File: src/rtl/mem_arbiter_if.sv
// Request/response bus bundle shared by the requesters and the memory side.
// Ports: req_addr/we/data/be + req_valid/req_ready, resp_data + resp_valid/resp_ready.
interface mem_arbiter_if #(
   parameter int ADDR_WIDTH = 32,
   parameter int DATA_WIDTH = 32
);
   logic [ADDR_WIDTH-1:0]   req_addr;
   logic                    req_we;
   logic [DATA_WIDTH-1:0]   req_data;
   logic [DATA_WIDTH/8-1:0] req_be;
   logic                    req_valid;
   logic                    req_ready;
   logic [DATA_WIDTH-1:0]   resp_data;
   logic                    resp_valid;
   logic                    resp_ready;

   modport master (
      output req_addr, req_we, req_data, req_be, req_valid, resp_ready,
      input  req_ready, resp_data, resp_valid
   );

   modport slave (
      input  req_addr, req_we, req_data, req_be, req_valid, resp_ready,
      output req_ready, resp_data, resp_valid
   );
endinterface

File: src/rtl/mem_arbiter.sv
// Two-port memory arbiter: m0 (fetch) and m1 (data) share one memory bus.
// Ports: clk, rst (async, active-high), m0/m1 requester slave ports,
// mem downstream master port. Reads are tagged in an in-order FIFO so
// each response beat is steered back to the issuing requester.
// Define MEM_ARB_RR_EN for round-robin arbitration; otherwise m1 has
// fixed priority over m0.
module mem_arbiter #(
   parameter int ADDR_WIDTH      = 32,
   parameter int DATA_WIDTH      = 32,
   parameter int MAX_OUTSTANDING = 4
) (
   input  logic          clk,
   input  logic          rst,
   mem_arbiter_if.slave  m0,
   mem_arbiter_if.slave  m1,
   mem_arbiter_if.master mem
);
   localparam int PW = $clog2(MAX_OUTSTANDING);
   localparam int CW = PW + 1;

   typedef enum logic {UNLOCKED, LOCKED} lock_t;

   lock_t                      lock_state;
   logic                       lock_idx;
   logic [MAX_OUTSTANDING-1:0] tags;
   logic [PW-1:0]              wr_ptr;
   logic [PW-1:0]              rd_ptr;
   logic [CW-1:0]              count;

   logic full;
   logic empty;
   logic sel;
   logic sel_valid;
   logic sel_we;
   logic req_fire;
   logic resp_fire;
   logic push;
   logic head;

`ifdef MEM_ARB_RR_EN
   logic rr_ptr;
`endif

   assign full  = (count == CW'(MAX_OUTSTANDING));
   assign empty = (count == '0);

   // A stalled grant stays with its port until it transfers.
   always_comb begin
      sel = 1'b0;
      if (lock_state == LOCKED) begin
         sel = lock_idx;
      end else if (m0.req_valid && m1.req_valid) begin
`ifdef MEM_ARB_RR_EN
         sel = rr_ptr;
`else
         sel = 1'b1;
`endif
      end else begin
         sel = m1.req_valid;
      end
   end

   assign sel_valid = sel ? m1.req_valid : m0.req_valid;
   assign sel_we    = sel ? m1.req_we    : m0.req_we;

   assign mem.req_addr  = sel ? m1.req_addr : m0.req_addr;
   assign mem.req_we    = sel_we;
   assign mem.req_data  = sel ? m1.req_data : m0.req_data;
   assign mem.req_be    = sel ? m1.req_be   : m0.req_be;
   assign mem.req_valid = sel_valid && !full && !rst;

   assign m0.req_ready = !sel && mem.req_ready && !full && !rst;
   assign m1.req_ready =  sel && mem.req_ready && !full && !rst;

   assign req_fire = mem.req_valid && mem.req_ready;
   assign push     = req_fire && !sel_we;

   assign head = tags[rd_ptr];

   assign m0.resp_data  = mem.resp_data;
   assign m1.resp_data  = mem.resp_data;
   assign m0.resp_valid = mem.resp_valid && !head && !empty && !rst;
   assign m1.resp_valid = mem.resp_valid &&  head && !empty && !rst;

   // Nothing outstanding: leave any stray response unacknowledged.
   assign mem.resp_ready = !empty && !rst &&
                           (head ? m1.resp_ready : m0.resp_ready);

   assign resp_fire = mem.resp_valid && mem.resp_ready;

   always_ff @(posedge clk or posedge rst) begin
      if (rst) begin
         lock_state <= UNLOCKED;
         lock_idx   <= 1'b0;
         tags       <= '0;
         wr_ptr     <= '0;
         rd_ptr     <= '0;
         count      <= '0;
      end else begin
         if (req_fire) begin
            lock_state <= UNLOCKED;
         end else if (mem.req_valid) begin
            lock_state <= LOCKED;
            lock_idx   <= sel;
         end

         if (push) begin
            tags[wr_ptr] <= sel;
            wr_ptr       <= wr_ptr + PW'(1);
         end

         if (resp_fire) begin
            rd_ptr <= rd_ptr + PW'(1);
         end

         case ({push, resp_fire})
            2'b10:   count <= count + CW'(1);
            2'b01:   count <= count - CW'(1);
            default: count <= count;
         endcase
      end
   end

`ifdef MEM_ARB_RR_EN
   // Preference passes to the port that just lost.
   always_ff @(posedge clk or posedge rst) begin
      if (rst) begin
         rr_ptr <= 1'b0;
      end else if (req_fire) begin
         rr_ptr <= !sel;
      end
   end
`endif
endmodule

File: src/flat_wrapper.sv
// flat-port wrapper written by rule: the top's interface ports become plain ports
module mem_arbiter_flat 
#(
   parameter int ADDR_WIDTH      = 32,
   parameter int DATA_WIDTH      = 32,
   parameter int MAX_OUTSTANDING = 4
)
  (clk, rst, m0_req_addr, m0_req_we, m0_req_data, m0_req_be, m0_req_valid, m0_resp_ready, m0_req_ready, m0_resp_data, m0_resp_valid, m1_req_addr, m1_req_we, m1_req_data, m1_req_be, m1_req_valid, m1_resp_ready, m1_req_ready, m1_resp_data, m1_resp_valid, mem_req_addr, mem_req_we, mem_req_data, mem_req_be, mem_req_valid, mem_resp_ready, mem_req_ready, mem_resp_data, mem_resp_valid);
  mem_arbiter_if #(.ADDR_WIDTH(ADDR_WIDTH), .DATA_WIDTH(DATA_WIDTH)) m0_i ();
  mem_arbiter_if #(.ADDR_WIDTH(ADDR_WIDTH), .DATA_WIDTH(DATA_WIDTH)) m1_i ();
  mem_arbiter_if #(.ADDR_WIDTH(ADDR_WIDTH), .DATA_WIDTH(DATA_WIDTH)) mem_i ();
  input  logic clk;
  input  logic rst;
  input wire logic [$bits(m0_i.req_addr)-1:0] m0_req_addr;
  input wire logic [$bits(m0_i.req_we)-1:0] m0_req_we;
  input wire logic [$bits(m0_i.req_data)-1:0] m0_req_data;
  input wire logic [$bits(m0_i.req_be)-1:0] m0_req_be;
  input wire logic [$bits(m0_i.req_valid)-1:0] m0_req_valid;
  input wire logic [$bits(m0_i.resp_ready)-1:0] m0_resp_ready;
  output wire logic [$bits(m0_i.req_ready)-1:0] m0_req_ready;
  output wire logic [$bits(m0_i.resp_data)-1:0] m0_resp_data;
  output wire logic [$bits(m0_i.resp_valid)-1:0] m0_resp_valid;
  input wire logic [$bits(m1_i.req_addr)-1:0] m1_req_addr;
  input wire logic [$bits(m1_i.req_we)-1:0] m1_req_we;
  input wire logic [$bits(m1_i.req_data)-1:0] m1_req_data;
  input wire logic [$bits(m1_i.req_be)-1:0] m1_req_be;
  input wire logic [$bits(m1_i.req_valid)-1:0] m1_req_valid;
  input wire logic [$bits(m1_i.resp_ready)-1:0] m1_resp_ready;
  output wire logic [$bits(m1_i.req_ready)-1:0] m1_req_ready;
  output wire logic [$bits(m1_i.resp_data)-1:0] m1_resp_data;
  output wire logic [$bits(m1_i.resp_valid)-1:0] m1_resp_valid;
  output wire logic [$bits(mem_i.req_addr)-1:0] mem_req_addr;
  output wire logic [$bits(mem_i.req_we)-1:0] mem_req_we;
  output wire logic [$bits(mem_i.req_data)-1:0] mem_req_data;
  output wire logic [$bits(mem_i.req_be)-1:0] mem_req_be;
  output wire logic [$bits(mem_i.req_valid)-1:0] mem_req_valid;
  output wire logic [$bits(mem_i.resp_ready)-1:0] mem_resp_ready;
  input wire logic [$bits(mem_i.req_ready)-1:0] mem_req_ready;
  input wire logic [$bits(mem_i.resp_data)-1:0] mem_resp_data;
  input wire logic [$bits(mem_i.resp_valid)-1:0] mem_resp_valid;
  assign m0_i.req_addr = m0_req_addr;
  assign m0_i.req_we = m0_req_we;
  assign m0_i.req_data = m0_req_data;
  assign m0_i.req_be = m0_req_be;
  assign m0_i.req_valid = m0_req_valid;
  assign m0_i.resp_ready = m0_resp_ready;
  assign m0_req_ready = m0_i.req_ready;
  assign m0_resp_data = m0_i.resp_data;
  assign m0_resp_valid = m0_i.resp_valid;
  assign m1_i.req_addr = m1_req_addr;
  assign m1_i.req_we = m1_req_we;
  assign m1_i.req_data = m1_req_data;
  assign m1_i.req_be = m1_req_be;
  assign m1_i.req_valid = m1_req_valid;
  assign m1_i.resp_ready = m1_resp_ready;
  assign m1_req_ready = m1_i.req_ready;
  assign m1_resp_data = m1_i.resp_data;
  assign m1_resp_valid = m1_i.resp_valid;
  assign mem_req_addr = mem_i.req_addr;
  assign mem_req_we = mem_i.req_we;
  assign mem_req_data = mem_i.req_data;
  assign mem_req_be = mem_i.req_be;
  assign mem_req_valid = mem_i.req_valid;
  assign mem_resp_ready = mem_i.resp_ready;
  assign mem_i.req_ready = mem_req_ready;
  assign mem_i.resp_data = mem_resp_data;
  assign mem_i.resp_valid = mem_resp_valid;
  mem_arbiter #(.ADDR_WIDTH(ADDR_WIDTH), .DATA_WIDTH(DATA_WIDTH), .MAX_OUTSTANDING(MAX_OUTSTANDING)) u_core (.clk(clk), .rst(rst), .m0(m0_i), .m1(m1_i), .mem(mem_i));
endmodule
File: config.mk
export PLATFORM = sky130hd
export DESIGN_NAME = mem_arbiter_flat
export DESIGN_NICKNAME = d
export VERILOG_FILES = /design/src/rtl/mem_arbiter_if.sv /design/src/rtl/mem_arbiter.sv /design/src/flat_wrapper.sv
export SDC_FILE = /design/constraint.sdc
export NUM_CORES = 1
export LEC_CHECK = 0
export ABC_AREA = 1
export BUFFER_PORTS_ARGS = -buffer_cell sky130_fd_sc_hd__clkbuf_2
export CORE_AREA = 2 2 123 125
export DETAILED_ROUTE_END_ITERATION = 6
export DIE_AREA = 0 0 125 127
export SETUP_SLACK_MARGIN = 0.02
export SYNTH_ARGS = -nofsm -noshare
export SYNTH_HDL_FRONTEND = slang
export SYNTH_SLANG_ARGS = --single-unit
File: constraint.sdc
create_clock -name clk -period 1.88 [get_ports clk]
set_input_delay 0.564 -clock clk [delete_from_list [all_inputs] [get_ports clk]]
set_output_delay 0.564 -clock clk [all_outputs]
set_load 0.01 [all_outputs]
=== Word-level counts from Yosys, hierarchy flattened ===
Cells that the tools add are included.

* Flip-flop bits (word level): 13
* Input port bits: 178
* Output and inout port bits: 139
* Word-level logic and storage cells: 64

* Add/sub/neg operators: 4
* Order comparisons: 3
* Equal/unequal tests: 3
* Multiplexer cells: 16
* Bitwise operators: 1
* Reductions and logical operators: 31

{| class="wikitable"
|+ Operator list
! cell !! count
|-
| $mux 32 || 2
|-
| $logic_and 1x1->1 || 21
|-
| $mux 1 || 9
|-
| $logic_not 1->1 || 6
|-
| $lt 2x3->1 const B || 2
|-
| $pmux 3 s2 || 1
|-
| $add 2x1->2 const B || 2
|-
| $bwmux 4 || 1
|-
| $mux 4 || 1
|-
| $reduce_bool 2->1 || 2
|-
| $add 3x1->3 const B || 1
|-
| $eq 3x3->1 const B || 1
|-
| $logic_not 3->1 || 1
|-
| $sub 3x1->3 const B || 1
|-
| $bmux 1 s2 || 1
|-
| $demux 1 s2 || 1
|-
| $eq 2x1->1 const B || 1
|-
| $eq 2x2->1 const B || 1
|-
| $ge 2x1->1 const B || 1
|-
| $reduce_and 2->1 || 1
|-
| $not 1->1 || 1
|}

=== Longest topological paths before layout ===
Gate-level depths: netlist (run 1).

* Word-level depth: 10
* Mapped depth: 14
* Gate-level depth less buffers: 14

=== Least setup slack after synthesis (run 1) ===
OpenSTA, ideal clock, no wires.

* Path type: input port to flip-flop
* From: input port rst
* To: register u_core.count[2]
* Setup time: 0.131 ns
* Arrival: 2.261 ns
* Required time: 1.749 ns
* Setup slack: -0.512 ns
* Cell stages on the path: 11
* Path buffers: 0
* Path through: inv_1 nand2_1 nor2_1 nand2_2 inv_1 ha_1 inv_1 fa_1 a21oi_1 o21ai_0 xor2_1

* Word-level cells in the longest chain between the ends: 6
* Elaborated cells between the ends (all ways): 11
* Those cells by class: 2 x eq/ne; 1 x mux; 8 x reduce/logical

{| class="wikitable"
|+ Ends and longest elaborated chain
! what !! RTL line !! RTL
|-
| start: declaration || flat_wrapper.sv:13 || <nowiki>input logic rst;</nowiki>
|-
| $logic_not 1->1 * || mem_arbiter.sv:86 || <nowiki>assign mem.resp_ready = !empty && !rst &&</nowiki>
|-
| $logic_and 1x1->1 * (2 in a row) || mem_arbiter.sv:86 ||
|-
| $logic_and 1x1->1 * || mem_arbiter.sv:89 || <nowiki>assign resp_fire = mem.resp_valid && mem.resp_ready;</nowiki>
|-
| net u_core.resp_fire || mem_arbiter.sv:36 || <nowiki>logic resp_fire;</nowiki>
|-
| $eq 2x1->1 / $eq 2x2->1 (equally long branches) || mem_arbiter.sv:116 || <nowiki>case ({push, resp_fire})</nowiki>
|-
| $pmux 3 s2 / $reduce_bool 2->1 (equally long branches) || - ||
|-
| end signal: assignment || mem_arbiter.sv:117 || <nowiki>2'b10: count <= count + CW'(1);</nowiki>
|-
| end signal: assignment || mem_arbiter.sv:118 || <nowiki>2'b01: count <= count - CW'(1);</nowiki>
|-
| end signal: assignment || mem_arbiter.sv:119 || <nowiki>default: count <= count;</nowiki>
|-
| end: declaration || mem_arbiter.sv:28 || <nowiki>logic [CW-1:0] count;</nowiki>
|}

Mark *: on every way through the listed nets, which the timed path passes. The rest lies on a longest branch.
A chain may end at the register's enable or synchronous reset.

=== Worst setup path in the final report (run 1) ===
* From: register u_core.lock_state
* To: output port mem_req_addr[22]

* Word-level cells in the longest chain between the ends: 2

{| class="wikitable"
|+ Ends and longest elaborated chain
! what !! RTL line !! RTL
|-
| start: declaration || mem_arbiter.sv:23 || <nowiki>lock_t lock_state;</nowiki>
|-
| start signal: assignment || mem_arbiter.sv:93 || <nowiki>lock_state <= UNLOCKED;</nowiki>
|-
| start signal: assignment || mem_arbiter.sv:101 || <nowiki>lock_state <= UNLOCKED;</nowiki>
|-
| start signal: assignment || mem_arbiter.sv:103 || <nowiki>lock_state <= LOCKED;</nowiki>
|-
| $mux 1 || mem_arbiter.sv:50 || <nowiki>if (lock_state == LOCKED) begin</nowiki>
|-
| $mux 32 || mem_arbiter.sv:66 || <nowiki>assign mem.req_addr = sel ? m1.req_addr : m0.req_addr;</nowiki>
|-
| end: declaration || flat_wrapper.sv:32 || <nowiki>output wire logic [$bits(mem_i.req_addr)-1:0] mem_req_addr;</nowiki>
|}

Every way passes these cells.

==> results of run 1 <==
stage by stage:
step / total power, µW / TNS [ns] / instances / hold WS [ns]
after global placement: 3710 / -9.15 / 749 / 0.470
final: 5460 / -11.44 / 771 / 0.366
after floorplan: 2650 / -0.225 / 401 / 0.385
after global routing: 5900 / -18.07 / 771 / 0.401
after CTS: 4520 / -10.73 / 759 / 0.374
after detailed placement: 3720 / -10.24 / 749 / 0.476
repair_timing:
action | CTS | global route
endpoints found under the hold margin | 0 | 0
hold buffers | 0 | 0
setup buffers | 4 | 4
cloned | 2 | 9
setup endpoints to repair | 75 | 77
gates resized for setup | 21 | 95
pin swaps | 6 | 28
placed cells by master, fill, tap and decap left out, drive strengths merged:
| master | synthesis | layout |
|---|---|---|
| clkinvlp | 0 | 1 |
| dfrtp | 13 | 13 |
| nand2 | 243 | 243 |
| buf | 79 | 62 |
| xor2 | 2 | 2 |
| ha | 5 | 5 |
| clkbuf | 0 | 203 |
| fa | 1 | 1 |
| nand3 | 19 | 19 |
| o21ai | 6 | 6 |
| nor2 | 10 | 10 |
| inv | 19 | 18 |
| xnor2 | 1 | 1 |
| a21oi | 3 | 3 |
routing by layer:
| metal | wire length (µm) | part of all wire [%] | GRT usage (%) |
|---|---|---|---|
| met3 | 1080 | 9.8 | 3.43 |
| met4 | 68 | 0.61 | 1.63 |
| met5 | 0 | 0 | 0 |
| met2 | 5480 | 49 | 19.7 |
| met1 | 4460 | 40 | 12.4 |
layout make-up:
cell class                      count  area [µm²]  area share (%)
Multi-Input combinational cell    290        1460            37.2
Tap cell                          184         230            5.86
Inverter                           19        91.3            2.32
Timing Repair Buffer              261        1740            44.3
Sequential cell                    13         325            8.27
Clock buffer                        4        78.8            2.01
power by group:
part           leakage [µW]  switching, µW  internal [µW]
logic               0.00222           2410           2110
clock network     0.0000382            111            286
registers          0.000164            137            410
total               0.00242           2650           2800
critical path: stages (launching register included):
cell,delay [ns]
dfrtp_1,0.42
inv_2,0.11
nand2_4,0.08
nand2_8,0.13
buf_12,0.16
clkbuf_16,0.17
nand2_2,0.05
nand2_1,0.06
buf_2,0.12
worst paths after layout:
path	from	end	slack, ns
min in group clk	u_core.tags[1]	u_core.tags[1]	0.49
worst max-delay path	u_core.lock_state	mem_req_addr[22]	-0.22
worst max register to register	u_core.lock_state	u_core.count[2]	-0.14
worst min-delay path	rst	u_core.rd_ptr[0]	0.37
max in group asynchronous	rst	u_core.rd_ptr[1]	1.34
worst min register to register	u_core.tags[1]	u_core.tags[1]	0.49
logic make-up after synthesis:
kind of cell	share of synthesized area, %
simple gates	47.8
buf+inv	31.3
flops	14.2
fa+ha+maj	3.60
compound gates	1.96
xor+xnor	1.15
sequential cells by signal, summed over array words and instances (netlist names):
signal	count
u_core.lock_idx	1
u_core.wr_ptr	2
u_core.count	3
u_core.lock_state	1
u_core.rd_ptr	2
u_core.tags	4
==> run_results.csv, run 1 <==
group,metric,value,unit
outcome,outcome,"finished, violations left",
outcome,violations,"negative setup slack",
yosys,syn_inst,401,
worst_setup_path,worstSetupPathType,"reg2out",
drt,wl_per_cell,14.4,µm
clock_network,clk_latency,0.24,ns
drt,wl,11.1,mm
floorplan,dieWidth,125,µm
final_layout,final_util,27.3,%
grt,grt_overflow,0,
yosys,synth_edf_count,0,
final_layout,fin_area,0.00393,mm²
drt,viasPerCell,3.90,
final_layout,layout-drive-gt1-share,56.9,%
worst_setup_path,startpoint_type,"register",
floorplan,die-area,0.0159,mm²
final_layout,nNetsFinal,772,
timing,worst_pin_slew,0.287,ns
floorplan,fp.dieH,127,µm
yosys,yosysTopAreaCell,"nand2_1",
clock_network,root_buffer,"clkbuf_16",
clock_network,cts.sinks,13,
yosys,synth_common_cells,"nand2_1 (236), buf_4 (65), nand3_1 (17)",
timing,worst_slack,-0.222,ns
clock_network,htree_levels,1,
floorplan,io_pins,317,
yosys,syn-cell-area,0.00229,mm²
yosys,synth.avg_cell_area,5.72,µm²
clock_network,cts_tree,"built",
worst_setup_path,end_kind,"output pin",
grt,grt_pass1_wl,13.6,mm
yosys,yosysWarnings,0,
placed_design,portBuffers,220,
yosys,synth_cell_type_count,20,
drt,firstDrtPassIters,6,
floorplan,start_util,15.9,%
yosys,synth_flop_cell,"dfrtp_1",
worst_hold_path,hold_class,"in2async",
drt,drcViolationCount,0,
floorplan,core_area,0.0144,mm²
timing,drv_slew,0,
worst_setup_path,r2r_cells,14,
timing,skew,0.00508,ns
placed_design,gp_congestion,0.759,
placed_design,postPlaceCellArea,0.00323,mm²
floorplan,rows,44,
yosys,synth-async-reset-ratio,100,%
placed_design,dp_hpwl,7.91,mm
grt,grt_pass1_vias,2565,
run,maxCapViolations,0,
grt,grt_start_max_net_pins,48,
grt,track_usage,10.7,%
power_and_ir_drop,p_per_area,1390,mW/mm²
yosys,ys_seq_elements,13,
yosys,synth_area_leaders,"nand2_1 (39%), buf_4 (21%), dfrtp_1 (14%)",
yosys,syn_nets,585,
clock_network,clkTransAtPathRegs,0.05,ns
worst_setup_path,arrival,1.54,ns
grt,antenna_found_initial,0,
timing,fmax,0.476,GHz
final_layout,num_antenna_cells,0,
power_and_ir_drop,ir_worst_vdd,0.433,mV
clock_network,numCtsBuffers,3,
worst_setup_path,cp_max_fo,6,
power_and_ir_drop,p_leak,0.00242,µW
timing,final.period_utilization,112,%
timing,setup_viol,74,
worst_setup_path,cp.required,1.32,ns
final_layout,syn2layout_area_growth,71.4,%
final_layout,fillerInstances,1607,
yosys,synth.most_common_cell,"nand2_1",
timing,hold_viol_final,0,
timing,rsz0062_at_grt,"true",
drt,num_vias,3008,
drt,antenna_left,0,
yosys,synth_top_area_share,38.6,%
drt,first_iter_violations,87,
timing,max-slew-margin-rel,80.9,%
placed_design,post-place-ws,-0.202,ns
yosys,ys_seq_area_share,14.2,%
clock_network,clockBufferDepth,2,
timing,fin_crit,2.10,ns
No activity file was read; power rests on OpenSTA's default activity.
==> run 2: changes to the inputs <==
--- a/config.mk
+++ b/config.mk
@@ -11,6 +11,7 @@
 export DETAILED_ROUTE_END_ITERATION = 6
 export DIE_AREA = 0 0 125 127
 export SETUP_SLACK_MARGIN = 0.02
+export SKIP_LAST_GASP = 1
 export SYNTH_ARGS = -nofsm -noshare
 export SYNTH_HDL_FRONTEND = slang
 export SYNTH_SLANG_ARGS = --single-unit
==> run 2 against run 1 <==
  * The run still ends with negative setup slack left
  * Non-clock buffer count is 9 lower
  * Sequential cell count stayed put
  * Setup slack better by 0.011 ns
  * Utilization is 2.1 points lower
  * Die area stayed put
  * First-iteration DRC count is 8.0% higher
  * Critical path depth stayed put
  * Worst hold slack better by 0.0024 ns
  * Total power is 12% lower
  * Via count is 2.0% lower
  * Largest cell class unchanged
==> run_results.csv, run 2 (synthesis results as in run 1) <==
group,metric,value,unit
outcome,outcome,"finished, violations left",
outcome,violations,"negative setup slack",
worst_setup_path,crit_chain,"inv_2, nand2_4, nand2_4, buf_8, clkbuf_16, nand2_1, nand2_1, clkbuf_2",
clock_network,holdBufCountCts,0,
floorplan,die-area,0.0159,mm²
grt,grt_start_max_net_pins,48,
floorplan,start_util,15.9,%
timing,rsz0062_at_grt,"true",
clock_network,root_buffer,"clkbuf_16",
grt,grt_pass1_wl,13.6,mm
final_layout,fillerInstances,1638,
worst_setup_path,slowest_delay,0.41,ns
run,maxCapViolations,0,
worst_hold_path,hold_class,"in2async",
drt,antenna_left,0,
worst_setup_path,cp-startpoint,"u_core.lock_state",
timing,fmax,0.478,GHz
floorplan,core_area,0.0144,mm²
timing,setup_viol,76,
worst_setup_path,cp.required,1.32,ns
final_layout,regMostFlops,"u_core.tags",
worst_setup_path,startpoint_type,"register",
clock_network,htree_levels,1,
floorplan,dieWidth,125,µm
grt,grt_overflow,0,
final_layout,final_util,25.2,%
grt,track_usage,10.7,%
timing,max-slew-margin-rel,81.8,%
final_layout,multi_input_area,0.00139,mm²
timing,hold_viol_final,0,
worst_setup_path,worstSetupPathType,"reg2out",
timing,final.period_utilization,111,%
drt,first_iter_violations,94,
drt,viasPerCell,3.87,
floorplan,rows,44,
placed_design,portBuffers,220,
power_and_ir_drop,p_leak,0.00228,µW
final_layout,syn2layout_area_growth,58.4,%
timing,fin_crit,2.09,ns
final_layout,biggestRegsByFlops,"u_core.tags (4), u_core.count (3)",
clock_network,cts.sinks,13,
clock_network,numCtsBuffers,3,
drt,num_vias,2949,
worst_setup_path,arrival,1.53,ns
final_layout,register_area,327,µm²
grt,grt_pass1_vias,2559,
worst_setup_path,r2r-start,"u_core.lock_state",
final_layout,layout_common_cells,"nand2_1 (220), clkbuf_2 (205), buf_4 (18), nand2_2 (17), nand3_1 (14)",
final_layout,num_antenna_cells,0,
drt,wl_per_cell,13.1,µm
timing,worst_pin_slew,0.272,ns
drt,wl,9.97,mm
floorplan,fp.dieH,127,µm
final_layout,final_common_cell,"nand2_1",
power_and_ir_drop,ir_worst_vdd,0.508,mV
timing,skew,0.00282,ns
grt,antenna_found_initial,0,
worst_setup_path,cp_slowest_cell,"dfrtp_1",
timing,tns,-10.94,ns
timing,drv_slew,0,
clock_network,clockBufferDepth,2,
power_and_ir_drop,p_per_area,1320,mW/mm²
drt,firstDrtPassIters,4,
worst_setup_path,end_kind,"output pin",
final_layout,nNetsFinal,763,
clock_network,clk_latency,0.24,ns
timing,worst_slack,-0.211,ns
placed_design,dp_hpwl,7.91,mm
worst_setup_path,r2r_slack,-0.12,ns
drt,drcViolationCount,0,
placed_design,gp_congestion,0.759,
worst_setup_path,cp_max_fo,6,
floorplan,io_pins,317,
final_layout,largest_reg_flops,4,
final_layout,layout-drive-gt1-share,53.1,%
clock_network,cts_tree,"built",
clock_network,clkTransAtPathRegs,0.04,ns
==> run 2: cell types whose count changed in the layout (fill, tap and decap cells not counted), sizes merged <==
cell / before / now
buf: 62 / 44
clkbuf: 203 / 212
==> run 2: final cells by class <==
cell class	instances	share of cell area, %
Tap cell	184	6.34
Clock buffer	4	2.17
Inverter	19	2.20
Multi-Input combinational cell	290	38.3
Sequential cell	13	8.99
Timing Repair Buffer	252	42.0
==> run 2: timing repair <==
action,in CTS,in global routing
setup endpoints to repair,75,77
hold endpoints to repair,0,0
buffers inserted,4,1
pin swaps,3,15
resized for setup,11,54
cloned,2,3
==> run 2: critical path: cells and delay by family (launching register included) <==
family	cells	cell delay, ns
buf+inv	4	0.58
simple gates	4	0.28
flops	1	0.41
==> run 2: worst paths after layout <==
path	endpoint	cells past startpoint
setup / recovery	mem_req_data[26]	8
hold / removal	u_core.rd_ptr[0]	3
setup reg to reg	u_core.count[2]	14
hold reg to reg	u_core.tags[1]	2
max in group asynchronous	u_core.rd_ptr[1]	3
min in group clk	u_core.tags[1]	2
==> run 2: stage by stage <==
stage,total power [µW],cells,instance area (µm²),hold WS (ns),setup slack [ns]
after floorplan,2650,401,2320,0.385,-0.166
after global placement,3710,749,3230,0.470,-0.204
after detailed placement,3720,749,3230,0.476,-0.202
after CTS,4450,759,3430,0.375,-0.199
after global routing,5230,762,3630,0.395,-0.275
final,4800,762,3630,0.369,-0.211
==> run 2: per-layer routing <==
metal	share of wire, %	up-vias	global-route usage [%]
met5	0	-	0
li1	-	1495	-
met4	0.84	0	1.63
met3	11	9	3.43
met1	39	1238	12.4
met2	50	207	19.6
==> run 2: where the power goes <==
part / switching (µW) / internal, µW / leakage [µW]
clock network: 107 / 285 / 0.0000382
logic: 2160 / 1710 / 0.00208
registers: 132 / 412 / 0.000162
==> run 3: changes to the inputs <==
==> constraint.sdc (replaced) <==
create_clock -name clk -period 1.7 [get_ports clk]
set_input_delay 0.51 -clock clk [delete_from_list [all_inputs] [get_ports clk]]
set_output_delay 0.51 -clock clk [all_outputs]
set_load 0.01 [all_outputs]
==> run 3 against run 2 <==
  * The run still ends with negative setup slack left
  * Utilization rose by 7.2 points
  * Sequential power rose by 11%
  * Critical path depth did not move
  * Critical path type unchanged
==> run_results.csv, run 3 (synthesis results as in run 1) <==
group,metric,value,unit
timing,worst_slack,-0.398,ns
placed_design,portBuffers,220,
clock_network,clkTransAtPathRegs,0.04,ns
power_and_ir_drop,p_seq_share,7.9,%
drt,viasPerCell,3.96,
power_and_ir_drop,finalPower,7600,µW
timing,worst_hold_slack,0.325,ns
drt,firstDrtPassIters,4,
power_and_ir_drop,netSwitchingFraction,46.2,%
final_layout,layout-drive-gt1-share,67.8,%
drt,antenna_left,0,
grt,antenna_found_initial,0,
power_and_ir_drop,p_per_area,1630,mW/mm²
power_and_ir_drop,comb_power_share,86.3,%
worst_setup_path,r2r-start,"u_core.lock_state",
worst_setup_path,cp-startpoint,"u_core.lock_state",
final_layout,nNetsFinal,794,
power_and_ir_drop,p_leak,0.00274,µW
power_and_ir_drop,ir_worst_vdd,0.586,mV
timing,setup_viol,78,
grt,grt_overflow,0,
drt,num_vias,3140,
run,maxCapViolations,0,
final_layout,final_common_cell,"clkbuf_2",
floorplan,start_util,15.9,%
placed_design,dp_cells,754,
clock_network,holdBufCountCts,0,
clock_network,clockBufferDepth,2,
final_layout,final_util,32.4,%
timing,fin_crit,2.10,ns
grt,grt_start_max_net_pins,25,
worst_setup_path,arrival,1.59,ns
timing,max-slew-margin-rel,86.7,%
floorplan,die-area,0.0159,mm²
outcome,violations,"negative setup slack",
timing,fmax,0.477,GHz
placed_design,gp_congestion,0.749,
final_layout,largest_reg_flops,4,
final_layout,syn2layout_area_growth,104,%
final_layout,num_antenna_cells,0,
floorplan,io_pins,317,
floorplan,dieWidth,125,µm
final_layout,layout_common_cells,"clkbuf_2 (159), nand2_1 (147), nand2_2 (58), nand2_4 (37), buf_6 (33)",
outcome,outcome,"finished, violations left",
clock_network,htree_levels,1,
grt,grt_pass1_vias,2970,
timing,final.period_utilization,123,%
worst_setup_path,cp_max_fo,6,
clock_network,numCtsBuffers,3,
timing,skew,0.00136,ns
drt,wl_per_cell,15.4,µm
worst_hold_path,hold_class,"in2async",
clock_network,cts_tree,"built",
final_layout,biggestRegsByFlops,"u_core.tags (4), u_core.count (3)",
timing,hold_viol_final,0,
floorplan,rows,44,
floorplan,fp.dieH,127,µm
drt,wl,12.2,mm
power_and_ir_drop,power.internal,4090,µW
worst_setup_path,worstSetupPathType,"reg2out",
final_layout,instances_no_fill,793,
worst_setup_path,cp.required,1.19,ns
worst_setup_path,startpoint_type,"register",
worst_setup_path,end_kind,"output pin",
timing,worst_pin_slew,0.199,ns
power_and_ir_drop,p_switching,3510,µW
floorplan,core_area,0.0144,mm²
placed_design,dp_hpwl,7.76,mm
timing,drv_slew,0,
clock_network,clk_latency,0.24,ns
timing,rsz0062_at_grt,"true",
drt,first_iter_violations,88,
drt,drcViolationCount,0,
final_layout,regMostFlops,"u_core.tags",
power_and_ir_drop,clkPwrFrac,5.8,%
clock_network,cts.sinks,13,
grt,grt_pass1_wl,15.9,mm
grt,track_usage,12.7,%
clock_network,root_buffer,"clkbuf_16",
-- run 3: changes by cell type in the layout (fill, tap and decap cells not counted), sizes merged --
cell,change
clkbuf,-40
buf,+71
-- run 3: worst paths after layout --
path                               endpoint  slack (ns)  depth (start not counted)
max                        mem_req_data[14]       -0.40                          8
min reg2reg                u_core.wr_ptr[0]        0.57                          2
max in group asynchronous   u_core.count[2]        1.21                          3
max reg2reg                 u_core.count[2]       -0.35                         14
min                        u_core.rd_ptr[0]        0.32                          3
min in group clk           u_core.wr_ptr[0]        0.57                          2
-- run 3: routing by layer --
| layer | track usage (%) | wire length, µm |
|---|---|---|
| met5 | 0 | 0 |
| met4 | 1.83 | 78 |
| met3 | 3.43 | 1060 |
| met2 | 23.7 | 6260 |
| met1 | 15.0 | 4850 |
-- run 3: power by group through the flow --
stage / logic [µW] / clock network [µW] / registers [µW]
floorplan: 2380 / 0 / 558
global placement: 3610 / 0 / 574
detailed placement: 3640 / 0 / 581
CTS: 5230 / 446 / 580
global route: 7050 / 463 / 619
finish: 6560 / 440 / 602
-- run 3: timing repair --
| action | in CTS | in global routing |
|---|---|---|
| cloned | 9 | 7 |
| setup endpoints to repair | 77 | 83 |
| pin swaps | 23 | 45 |
| gates resized for setup | 55 | 207 |
| setup buffers | 16 | 7 |
-- run 3: cell type report --
type                    count  area, µm²
fillers                  1541       9750
repair buffers            283       2180
multi-input cells         290       1760
flip-flops and latches     13        325
well taps                 184        230
inverters                  19       93.8
clock buffers               4       78.8
-- run 3: worst max-delay path, cell delays in order, from the launching register on --
cell and delay, ns:
dfrtp_1 0.43, inv_2 0.11, nand2_4 0.07, nand2_8 0.15, buf_12 0.16, clkbuf_16 0.17, nand2_1 0.07, nand2_1 0.06
clkbuf_2 0.13
-- run 3: metrics by stage --
step	setup TNS (ns)	setup slack, ns	area [µm²]
floorplan	-0.485	-0.292	2320
global placement	-14.65	-0.307	3270
detailed placement	-15.82	-0.351	3270
CTS	-23.95	-0.350	3930
global route	-29.98	-0.484	4670
finish	-25.15	-0.398	4670
